<file path="src/rtl/fetch_stage.sv">
// Instruction-fetch stage: next-PC select (PC+4 / hold / branch redirect) plus IF/ID register.
// Latency: next is combinational (0 cycles); IF/ID and redirect_pending update at the following posedge.
// Backpressure: stall holds PC and IF/ID; a taken branch seen under stall is latched and replayed once stall drops.
//
// Ports:
//   clk, reset              rising-edge clock, synchronous active-high reset
//   address, instr          current PC and its instruction-memory read data (same cycle)
//   stall                   hazard hold for PC and IF/ID
//   br_taken, br_target     resolved taken-branch pulse and its target
//   next                    next PC fed back to program_counter
//   ifid_pc/instr/valid     IF/ID pipeline register
//   redirect_pending        high while a deferred redirect is waiting for stall to clear
module fetch_stage #(
    parameter int unsigned      ADDR_W    = 64,
    parameter int unsigned      INSTR_W   = 32,
    parameter int unsigned      PC_INC    = 4,
    parameter logic [INSTR_W-1:0] NOP_INSTR = 32'hD503201F
) (
    input  logic                clk,
    input  logic                reset,
    input  logic [ADDR_W-1:0]   address,
    input  logic [INSTR_W-1:0]  instr,
    input  logic                stall,
    input  logic                br_taken,
    input  logic [ADDR_W-1:0]   br_target,
    output logic [ADDR_W-1:0]   next,
    output logic [ADDR_W-1:0]   ifid_pc,
    output logic [INSTR_W-1:0]  ifid_instr,
    output logic                ifid_valid,
    output logic                redirect_pending
);

    typedef enum logic {
        RUN  = 1'b0,
        PEND = 1'b1
    } state_t;

    localparam logic [ADDR_W-1:0] INC = ADDR_W'(PC_INC);

    state_t              state, state_nxt;
    logic [ADDR_W-1:0]   pend_target, pend_target_nxt;
    logic [ADDR_W-1:0]   ifid_pc_nxt;
    logic [INSTR_W-1:0]  ifid_instr_nxt;
    logic                ifid_valid_nxt;

    always_ff @(posedge clk) begin
        if (reset) begin
            state       <= RUN;
            pend_target <= '0;
            ifid_pc     <= '0;
            ifid_instr  <= NOP_INSTR;
            ifid_valid  <= 1'b0;
        end else begin
            state       <= state_nxt;
            pend_target <= pend_target_nxt;
            ifid_pc     <= ifid_pc_nxt;
            ifid_instr  <= ifid_instr_nxt;
            ifid_valid  <= ifid_valid_nxt;
        end
    end

    always_comb begin
        state_nxt       = state;
        pend_target_nxt = pend_target;
        ifid_pc_nxt     = ifid_pc;
        ifid_instr_nxt  = ifid_instr;
        ifid_valid_nxt  = ifid_valid;
        next            = address;

        if (reset) begin
            next      = '0;
            state_nxt = RUN;
        end else begin
            unique case (state)
                RUN: begin
                    if (br_taken && !stall) begin
                        next           = br_target;
                        ifid_pc_nxt    = '0;
                        ifid_instr_nxt = NOP_INSTR;
                        ifid_valid_nxt = 1'b0;
                    end else if (br_taken) begin
                        // Branch under stall: remember the target, squash the
                        // wrong-path instruction now but keep its pc/instr bits.
                        next            = address;
                        pend_target_nxt = br_target;
                        ifid_valid_nxt  = 1'b0;
                        state_nxt       = PEND;
                    end else if (stall) begin
                        next = address;
                    end else begin
                        next           = address + INC;
                        ifid_pc_nxt    = address;
                        ifid_instr_nxt = instr;
                        ifid_valid_nxt = 1'b1;
                    end
                end
                PEND: begin
                    // Later br_taken pulses are younger wrong-path work; the
                    // first redirect wins, so br_taken is not looked at here.
                    if (stall) begin
                        next = address;
                    end else begin
                        next           = pend_target;
                        ifid_pc_nxt    = '0;
                        ifid_instr_nxt = NOP_INSTR;
                        ifid_valid_nxt = 1'b0;
                        state_nxt      = RUN;
                    end
                end
                default: begin
                    state_nxt = RUN;
                end
            endcase
        end
    end

    assign redirect_pending = (state == PEND);

endmodule

</file>
<file path="config.mk">
export PLATFORM = sky130hd
export DESIGN_NAME = fetch_stage
export DESIGN_NICKNAME = d
export VERILOG_FILES = /design/src/rtl/fetch_stage.sv
export SDC_FILE = /design/constraint.sdc
export NUM_CORES = 1
export LEC_CHECK = 0
export BUFFER_PORTS_ARGS = -buffer_cell sky130_fd_sc_hd__buf_2
export CELL_PAD_IN_SITES_DETAIL_PLACEMENT = 2
export CELL_PAD_IN_SITES_GLOBAL_PLACEMENT = 2
export CORE_MARGIN = 8
export CORE_UTILIZATION = 25
export CTS_BUF_LIST = sky130_fd_sc_hd__clkbuf_4 sky130_fd_sc_hd__clkbuf_8
export DETAILED_ROUTE_END_ITERATION = 8
export PLACE_DENSITY = 0.89
export SYNTH_ARGS = -nofsm -noshare
export SYNTH_HDL_FRONTEND = slang
export SYNTH_SLANG_ARGS = --single-unit
</file>
<file path="constraint.sdc">
create_clock -name clk -period 4.4 [get_ports clk]
set_input_delay 1.32 -clock clk [delete_from_list [all_inputs] [get_ports clk]]
set_output_delay 1.32 -clock clk [all_outputs]
set_load 0.05 [all_outputs]
</file>
==> flow_metrics.py <==
metrics = {
    "routing": {
        "ant_nets": 0,
        "vias": 12156,
        "route.detailed.drc": 0,
        "dr.pass1.iters": 4,
        "viasPerCell": 5.379,
        "routed_wl_um": 58700,
        "drt_iter0_drc": 630,
        "post_drt_wl_per_cell_um": 25.97,
    },
    "worst_setup_path": {
        "critPathKind": "in -> out",
        "required_ps": 3080,
        "cp.arrival_ps": 3480,
        "path_common_cell": "buf_4",
        "cpPeakStageDelay_ps": 530,
        "regToRegEndpoint": "pend_target[45]",
        "startpoint": "address[3]",
        "crit_chain": "buf_8, ha_4, nand4_1, nor4_4, buf_4, nand3_4, buf_12, or4_4, o211ai_1, buf_4",
        "timing.rr.start": "redirect_pending",
        "cp_max_fo": 8,
        "r2r_slack_ps": 1910,
        "worst_r2r_path_depth": 6,
        "endpoint_kind": "output pin",
        "start_kind": "input port",
        "critPathSlowestCell": "or4_4",
        "cp-endpoint": "next[50]",
    },
    "status": {
        "status": "finished with violations",
        "violations": "setup timing",
    },
    "logic_synthesis": {
        "yosys_most_used_dff": "dfxtp_1",
        "synthMuxAreaShare_pct": 4.130,
        "yosys.area_share.simple_pct": 32.63,
        "synth_xor_area_share_pct": 3.707,
        "yosysTopAreaCellShare_pct": 34.31,
        "syn_avg_cell_area_um2": 7.282,
        "synth_top_family_by_area": "simple AND/OR/NAND/NOR gates",
        "yosysSeqAreaShare_pct": 34.31,
        "async_reset_ff_share_pct": 0,
        "syn_area_mm2": 0.009452,
        "yosys.area.top_type": "dfxtp_1",
        "synth_most_common_cell": "nand2_1",
        "yosysWarnings": 0,
        "ys_seq_elements": 162,
        "synthesis.nets": 1463,
        "synth_compound_area_share_pct": 19.23,
        "yosysUniqueCellTypes": 57,
        "synth_edf_count": 0,
        "netlist_instances": 1298,
        "synthTopCellsByArea": "dfxtp_1, nand2_1, a21oi_1, nor2_1, nand3b_1",
        "synthTopCellsByCount": "nand2_1, a21oi_1, dfxtp_1",
        "synthAdderAreaFrac_pct": 0.1324,
    },
    "placed_design": {
        "routabilityCongestion": 0.8286,
        "portBuffers": 325,
        "placed_area_mm2": 0.01362,
        "dp_hpwl_um": 40420,
    },
    "timing": {
        "fmax_mhz": 208.2,
        "finalSetupViolations": 49,
        "period_needed_ps": 4803,
        "timing.final.ws_setup_ps": -403.3,
        "slew_violations": 0,
        "setup_tns_ps": -9099,
        "post-route-period-util_pct": 109.2,
        "slew_headroom_pct": 33.23,
        "fin_hold_ws_ps": 459.3,
        "clock_skew_ps": 18.72,
        "worst_slew_pin_slew_ps": 1002,
        "finalHoldViolations": 0,
        "grt_setup_unrepaired": "yes",
    },
    "layout": {
        "area_growth_pct": 63.36,
        "nets": 1897,
        "design_area_mm2": 0.01544,
        "drive_gt1_share_pct": 42.12,
        "final_util_pct": 41.19,
        "fill_cells": 4202,
    },
    "clock_network": {
        "cts.sinks": 162,
        "cts_max_path_buffers": 2,
        "htree_levels": 4,
        "cts-root-buf": "clkbuf_8",
        "cts.clk_slew.worst_paths_ps": 100,
        "numCtsBuffers": 17,
        "clk_latency_ps": 510,
        "tritoncts": "built",
    },
    "grt": {
        "grt_overflow_total": 0,
        "antenna_found_initial": 7,
        "grt_pass1_wl_um": 84770,
        "grt_pass1_vias": 13525,
        "grt_start_max_net_pins": 99,
        "track_usage_pct": 24.67,
    },
    "floorplan": {
        "dieArea_mm2": 0.04429,
        "start_util_pct": 25.21,
        "io_pins": 326,
        "fp.dieW_um": 210.4,
        "die_h_um": 210.4,
        "core_mm2": 0.03749,
        "rows": 71,
    },
    "pwr": {
        "powerDensity_mw_per_mm2": 268.0,
        "vdd_ir_drop_max_uv": 169.3,
        "leakagePower_uw": 0.006348,
    },
    "flow_run": {
        "drv_cap": 0,
    },
    "hold_path": {
        "min_path_type": "reg -> reg",
    },
}
==> repair_timing <==
item	4_1_cts	5_1_grt
gates cloned	0	0
hold buffers	0	0
hold endpoints to repair	0	0
endpoints found under the setup margin	54	54
pin swaps	60	51
gates resized for setup	169	91
setup buffers	14	27
==> worst max-delay path: cells and delay by family <==
kind / cells / cell delay (ps)
simple gates: 4 / 1150
fa+ha+maj: 1 / 130
buf+inv: 4 / 700
compound gates: 1 / 170
==> report_power, final <==
group / switching, uW / internal, uW / leakage [uW]
Combinational: 892 / 481 / 0.00483
Sequential: 38.1 / 1530 / 0.00132
Clock: 675 / 526 / 0.000196
Total: 1600 / 2530 / 0.00635
==> through the flow <==
| stage | cells | total power (uW) | setup slack [ps] |
|---|---|---|---|
| 2_1_floorplan | 1298 | 2308 | -283.9 |
| 3_3_place_gp | 2186 | 2787 | -385.2 |
| 3_5_place_dp | 2186 | 2839 | -432.6 |
| 4_1_cts | 2231 | 4111 | -283.4 |
| 5_1_grt | 2259 | 4297 | -459.2 |
| 6_report | 2260 | 4138 | -403.3 |
==> worst min path at each step <==
stage	end	cells past startpoint	from
floorplan	pend_target[10]	2	pend_target[10]
global placement	ifid_pc[22]	2	ifid_pc[22]
detailed placement	pend_target[56]	2	pend_target[56]
CTS	ifid_pc[53]	2	ifid_pc[53]
global route	pend_target[56]	2	pend_target[56]
finish	ifid_pc[53]	2	ifid_pc[53]
==> cell usage in the layout (no fill, tap or decap), drive strengths merged, types with 6 or more instances in the layout <==
cell type  synthesis  routed
a21oi            190     190
and2               6       6
nand3             35      35
nor3b             21      21
o221ai            16      16
clkbuf            93      20
nor2             111     111
a211oi            20      20
nor2b             15      15
dfxtp            162     162
nand3b            54      54
nor4              15      15
and3              17      17
xor2              12      12
a2111oi           15      15
o22ai             10      10
buf               21     527
nor3              45      45
nand4             15      15
xnor2             28      28
or3                9       9
o21ai             26      26
nand2            255     255
and4               6       6
mux2i             39      39
inv               28      32
==> sequential cells by signal, summed over array words and instances, names as in the netlist <==
register / flops
redirect_pending: 1
ifid_pc: 64
ifid_instr: 32
pend_target: 64
ifid_valid: 1
==> logic make-up (layout without fill, tap and decap cells) <==
logic type / Yosys count / in the layout
flops: 162 / 162
fa+ha+maj: 1 / 1
other cells: 0 / 4
compound gates: 302 / 302
buf+inv: 142 / 589
xor+xnor: 40 / 40
mux: 39 / 39
simple gates: 612 / 612
==> layer usage <==
metal	wire (um)	share of wire (%)	GRT usage, %	vias to the layer above
li1	-	-	-	5398
met4	1881	3.2	8.904	8
met1	24150	41	29.15	6177
met3	3141	5.4	5.020	135
met2	29470	50	43.77	438
met5	53	0.090	0	-
==> layout make-up <==
cell class | instances | area (um^2) | share of cell area [%]
clock buffers | 18 | 247.7 | 1.605
well taps | 511 | 639.4 | 4.141
repair buffers | 529 | 4104 | 26.58
clock inverters | 14 | 153.9 | 0.9968
multi-input cells | 994 | 6933 | 44.90
inverters | 28 | 105.1 | 0.6807
flip-flops and latches | 162 | 3247 | 21.03
diodes | 4 | 10.01 | 0.06483
(Power assumes the default switching activity.)
